[src/rtl/modbus_rx_frame_fifo.sv]
// Frame-aware receive byte FIFO between the Modbus UART bridge and the host RX port.
// Bytes are written speculatively and only become visible to the host once their frame commits.
module modbus_rx_frame_fifo #(
  parameter int DEPTH = 64,
  parameter int AW    = 6
) (
  input  logic          i_pclk,
  input  logic          i_presetn,
  input  logic          i_enable,
  input  logic          i_flush,
  input  logic [7:0]    i_in_data,
  input  logic          i_in_valid,
  input  logic          i_frame_start,
  input  logic          i_frame_end,
  output logic [7:0]    o_out_data,
  output logic          o_out_last,
  output logic          o_out_valid,
  input  logic          i_out_pop,
  output logic [AW:0]   o_level,
  output logic [AW:0]   o_frames_avail,
  output logic          o_overflow,
  input  logic          i_ovf_clr,
  output logic [7:0]    o_drop_cnt
);
  // state   | meaning
  // IDLE    | between frames, wr_ptr == cm_ptr
  // RECV    | frame arriving, bytes written speculatively past cm_ptr
  // DROP    | frame overflowed, discarding bytes until the next frame boundary
  localparam logic [1:0] ST_IDLE = 2'd0;
  localparam logic [1:0] ST_RECV = 2'd1;
  localparam logic [1:0] ST_DROP = 2'd2;

  localparam logic [AW:0] DEPTH_P = (AW+1)'(DEPTH);
  localparam logic [AW:0] ONE_P   = (AW+1)'(1);

  logic [8:0]    r_mem [DEPTH];
  logic [1:0]    r_state;
  logic [AW:0]   r_rd_ptr;
  logic [AW:0]   r_cm_ptr;
  logic [AW:0]   r_wr_ptr;
  logic [AW:0]   r_frames;
  logic          r_overflow;
  logic [7:0]    r_drop_cnt;

  logic          w_recv;
  logic          w_full;
  logic          w_wr_en;
  logic          w_drop;
  logic          w_commit;
  logic          w_set_last;
  logic          w_pop;
  logic          w_pop_last;
  logic [AW:0]   w_base;
  logic [AW:0]   w_prev;
  logic [AW:0]   w_next_wr;
  logic [AW-1:0] w_mem_idx;
  logic [8:0]    w_mem_wdata;
  logic [8:0]    w_head;

  // A start pulse (or an implicit start from IDLE) rebases the frame on cm_ptr before the byte lands.
  assign w_base    = (i_frame_start || r_state == ST_IDLE) ? r_cm_ptr : r_wr_ptr;
  assign w_prev    = w_base - ONE_P;
  assign w_recv    = i_enable && !i_flush &&
                     (i_frame_start || r_state == ST_RECV || (r_state == ST_IDLE && i_in_valid));
  assign w_full    = (w_base - r_rd_ptr) == DEPTH_P;
  assign w_wr_en   = w_recv && i_in_valid && !w_full;
  assign w_drop    = w_recv && i_in_valid && w_full;
  assign w_next_wr = w_wr_en ? (w_base + ONE_P) : w_base;
  assign w_commit  = w_recv && i_frame_end && !w_drop && (w_next_wr != r_cm_ptr);
  assign w_set_last = w_commit && !w_wr_en;

  assign w_mem_idx   = w_wr_en ? w_base[AW-1:0] : w_prev[AW-1:0];
  assign w_mem_wdata = w_wr_en ? {i_frame_end, i_in_data} : {1'b1, r_mem[w_prev[AW-1:0]][7:0]};

  assign w_head      = r_mem[r_rd_ptr[AW-1:0]];
  assign o_out_valid = r_rd_ptr != r_cm_ptr;
  assign o_out_data  = o_out_valid ? w_head[7:0] : 8'h00;
  assign o_out_last  = o_out_valid ? w_head[8] : 1'b0;
  assign w_pop       = i_out_pop && o_out_valid && !i_flush;
  assign w_pop_last  = w_pop && w_head[8];

  assign o_level        = r_cm_ptr - r_rd_ptr;
  assign o_frames_avail = r_frames;
  assign o_overflow     = r_overflow;
  assign o_drop_cnt     = r_drop_cnt;

  always_ff @(posedge i_pclk) begin
    if (i_presetn && (w_wr_en || w_set_last)) begin
      r_mem[w_mem_idx] <= w_mem_wdata;
    end
  end

  always_ff @(posedge i_pclk) begin
    if (!i_presetn) begin
      r_state    <= ST_IDLE;
      r_rd_ptr   <= '0;
      r_cm_ptr   <= '0;
      r_wr_ptr   <= '0;
      r_frames   <= '0;
      r_overflow <= 1'b0;
      r_drop_cnt <= 8'h00;
    end else begin
      if (i_flush) begin
        r_state  <= ST_IDLE;
        r_rd_ptr <= '0;
        r_cm_ptr <= '0;
        r_wr_ptr <= '0;
        r_frames <= '0;
      end else begin
        if (w_pop) begin
          r_rd_ptr <= r_rd_ptr + ONE_P;
        end
        if (w_commit) begin
          r_cm_ptr <= w_next_wr;
        end
        r_frames <= r_frames + (AW+1)'(w_commit) - (AW+1)'(w_pop_last);
        if (!i_enable) begin
          r_wr_ptr <= r_cm_ptr;
          r_state  <= ST_IDLE;
        end else if (w_drop) begin
          r_wr_ptr <= r_cm_ptr;
          r_state  <= i_frame_end ? ST_IDLE : ST_DROP;
        end else if (w_recv) begin
          r_wr_ptr <= w_next_wr;
          r_state  <= i_frame_end ? ST_IDLE : ST_RECV;
        end else if (r_state == ST_DROP && i_frame_end) begin
          r_state <= ST_IDLE;
        end
      end
      if (w_drop) begin
        r_overflow <= 1'b1;
        if (r_drop_cnt != 8'hFF) begin
          r_drop_cnt <= r_drop_cnt + 8'h01;
        end
      end else if (i_ovf_clr) begin
        r_overflow <= 1'b0;
      end
    end
  end

endmodule

[config.mk]
export PLATFORM = sky130hd
export DESIGN_NAME = modbus_rx_frame_fifo
export DESIGN_NICKNAME = d
export VERILOG_FILES = /design/src/rtl/modbus_rx_frame_fifo.sv
export SDC_FILE = /design/constraint.sdc
export NUM_CORES = 1
export LEC_CHECK = 0
export BUFFER_PORTS_ARGS = -buffer_cell sky130_fd_sc_hd__buf_2
export CAP_MARGIN = 10
export CELL_PAD_IN_SITES_DETAIL_PLACEMENT = 1
export CELL_PAD_IN_SITES_GLOBAL_PLACEMENT = 2
export CORE_AREA = 2 2 260 262
export DETAILED_ROUTE_END_ITERATION = 7
export DIE_AREA = 0 0 262 264
export PLACE_DENSITY = 0.85
export SYNTH_ARGS = -nofsm -noshare
export SYNTH_HDL_FRONTEND = slang
export SYNTH_SLANG_ARGS = --single-unit
[constraint.sdc]
create_clock -name i_pclk -period 9.15 [get_ports i_pclk]
set_input_delay 0.4575 -clock i_pclk [delete_from_list [all_inputs] [get_ports i_pclk]]
set_output_delay 0.4575 -clock i_pclk [all_outputs]
set_load 0.005 [all_outputs]
==> results.toml <==
[logic_synthesis]
async_flop_share_pct = 0
synthCells = 2289
synth_ff_type = "edfxtp_1"
synth_nets = 2331
yosys_warnings = 0
avgSynthCellArea_um2 = 13.2
synth_area_um2 = 30200
synth-edff-count = 576
synth.distinct_cells = 64
synth_seq_cells = 621
yosysSeqAreaShare_pct = 60.2

[clocking]
ctsResizeCount = 0
clockRootBuffer = "clkbuf_16"
numCtsBuffers = 68
postCtsSetupRepairBufs = 0
clockBufferDepth = 3
cts_tree = "done"
ctsHtreeMaxLevel = 3
clk_latency_ps = 630
cts_hold_buf = 0
clk_pin_slew_ps = 60
cts.sinks = 621

[drt]
dr.pass1.iters = 7
wl_um = 103000
vias_per_cell = 6.62
vias = 21600
ant_nets = 0
drc = 0
first_iter_violations = 2682
avgRoutedWirePerCell_um = 31.5

[power_and_ir_drop]
p_per_area_nw_per_um2 = 178
p_leak_nw = 11.3
peakVddDrop_mv = 0.124

[grt]
antenna_found_initial = 5
grt_pass1_vias = 22200
grt_pass1_wl_um = 151000
grt_overflow = 0
gr-usage-all-layers_pct = 30.0
grt_max_degree = 156

[run_status]
status = "finished clean"

[critical_path]
reg2reg_depth = 24
r2r_start = "r_state[1]$_SDFFE_PP0P_"
cpPeakStageDelay_ps = 790
crit_slowest_cell = "o21bai_2"
worstSetupPathType = "register to register"
regToRegSetupSlack_ps = 2370
worstPathArrival_ps = 7280
start_kind = "register"
path_max_fanout = 20
worst_setup_path_end_kind = "register"
path_cells = "o21bai_2 -> nor2_1 -> a21oi_1 -> inv_1 -> ha_1 -> nand2_1 -> o311a_1 -> xor2_2 -> a221oi_1 -> nor4_1 -> nand3_1 -> nand2_1 -> ha_1 -> inv_1 -> ha_1 -> inv_1 -> fa_1 -> nor2b_1 -> o21ai_0 -> nand2b_1 -> a21o_1 -> a21oi_1 -> xnor2_1 -> nor2_1"
timing.rr.end = "o_frames_avail[6]$_SDFF_PP0_"
cp.required_ps = 9650

[flow_run]
max_cap_viol_count = 0

[timing]
clock_skew_ps = 30.6
max-slew-margin-rel_pct = 15.9
fin_crit_ps = 6780
hold_violations = 0
setup_viol = 0
layout_setup_ws_ps = 2370
max_freq_ghz = 0.148
rsz0062_at_grt = "no"
tns_ps = 0
min_period_over_period_pct = 74.1
worst_pin_slew_ps = 1260
slew_viol_final = 0

[floorplan]
num_rows = 95
die_w_um = 262
die_h_um = 264
start_util_pct = 45.4
coreArea_um2 = 66600
ios = 50
dieArea_um2 = 69200

[worst_hold_path]
hold_path_class = "input pin to register"
holdPathStages = 3
hold_end = "o_overflow$_SDFFE_PN0P_"
holdCritStartpoint = "i_ovf_clr"

[placement]
port_buffers = 49
place_ws_ps = 2330
post-dp-hpwl_um = 63000
gp_congestion = 0.899

[cells_and_area]
nets = 2376
final_cell_mix = "edfxtp_1 (576), nand2_1 (470), nand3_1 (207), mux4_2 (191), nor2_1 (84)"
final_common_cell = "edfxtp_1"
final-seq-area_um2 = 18200
synthToLayoutAreaGrowth_pct = 12.4
fillCellCount = 6627
layout-drive-gt1-share_pct = 18.9
multiInputGateArea_um2 = 11300
-- synthesized netlist by cell type, types with 5 or more instances --
library cell	count	area share, %
mux4_2	191	14
a21o_1	9	0.22
clkbuf_1	111	1.4
nand2b_1	15	0.31
nand4_1	30	0.62
a21oi_1	55	0.91
dfxtp_1	45	3.0
inv_1	31	0.39
nand2_1	477	5.9
and3_1	12	0.25
nor2_1	89	1.1
xor2_1	16	0.46
and2_1	23	0.48
xnor2_1	28	0.81
a211oi_1	9	0.22
nor3_1	52	0.86
o21ai_0	24	0.40
a31oi_1	40	0.83
edfxtp_1	576	57
nor2b_1	7	0.14
nand3_1	208	3.4
ha_1	23	0.95
buf_1	30	0.37
a32oi_1	49	1.4
buf_2	16	0.26
mux2i_1	55	1.8
o211ai_1	10	0.25
a311oi_1	5	0.14
-- final cells by class --
class                           instances  area share [%]
Antenna cell                            1         0.00737
Clock buffer                           85            5.39
Clock inverter                         35           0.965
Inverter                               34           0.390
Multi-Input combinational cell       1475            33.4
Sequential cell                       621            53.6
Tap cell                              873            3.22
Timing Repair Buffer                  134            3.01
-- power breakdown --
group,total [W],switching [W],internal (W)
clock network,0.00272,0.00115,0.00156
registers,0.00314,0.00000326,0.00314
logic,0.000201,0.000156,0.0000444
total,0.00605,0.00131,0.00474
-- kinds of logic (layout without fill, tap and decap cells) --
logic type / count (synthesis) / count (layout) / synth area share [%]
flip-flops: 621 / 621 / 60.2
XOR/XNOR: 47 / 47 / 1.44
buffers and inverters: 193 / 288 / 2.51
adder cells (fa/ha/maj): 25 / 25 / 1.08
other: 0 / 1 / 0
AO/OA/AOI/OAI: 229 / 229 / 5.17
multiplexers: 247 / 247 / 16.1
AND/OR/NAND/NOR: 927 / 927 / 13.5
-- flip-flops by register name (all words and copies together), names as in the netlist, named ones only --
signal / count
r_mem: 576
o_drop_cnt: 8
o_frames_avail: 7
r_cm_ptr: 7
r_wr_ptr: 7
r_rd_ptr: 7
o_overflow: 1
r_state: 2
-- metrics by stage --
stage / util, % / total power [W] / cells / hold slack (ps) / area [µm²]
floorplan: - / 0.00330 / 2289 / 466 / 30200
global placement: 47.5 / 0.00337 / 3126 / 461 / 31600
detailed placement: 47.5 / 0.00338 / 3128 / 466 / 31600
CTS: 50.8 / 0.00607 / 3248 / 89.9 / 33800
global route: 51.0 / 0.00619 / 3257 / 125 / 34000
finish: 51.0 / 0.00605 / 3258 / 106 / 34000
-- metal layers --
layer | GRT usage (%) | wire, µm | vias to the layer above
li1 | - | - | 8866
met1 | 40.4 | 39600 | 11200
met2 | 46.8 | 48700 | 1250
met3 | 5.48 | 9160 | 296
met4 | 15.2 | 5250 | 6
met5 | 0 | 37 | -
-- worst max-delay path: cells and delay by family, from the launching register on --
kind	cells	cell delay, ps
buf+inv	3	390
xor+xnor	2	620
compound gates	7	2220
flops	1	350
simple gates	8	1820
fa+ha+maj	4	1260
-- worst max-delay path by stage --
stage	from	to	slack [ps]	cells after the start
final	r_state[1]$_SDFFE_PP0P_	o_frames_avail[6]$_SDFF_PP0_	2370	24
after global routing	r_state[1]$_SDFFE_PP0P_	o_frames_avail[6]$_SDFF_PP0_	1750	24
after CTS	r_state[1]$_SDFFE_PP0P_	o_frames_avail[6]$_SDFF_PP0_	2340	24
after detailed placement	r_state[1]$_SDFFE_PP0P_	o_frames_avail[6]$_SDFF_PP0_	2330	24
after global placement	r_state[1]$_SDFFE_PP0P_	o_frames_avail[6]$_SDFF_PP0_	2560	24
after floorplan	i_frame_start	r_mem[0][3]$_DFFE_PP_	1760	16
Note: power is estimated with default switching activity, not from simulation.
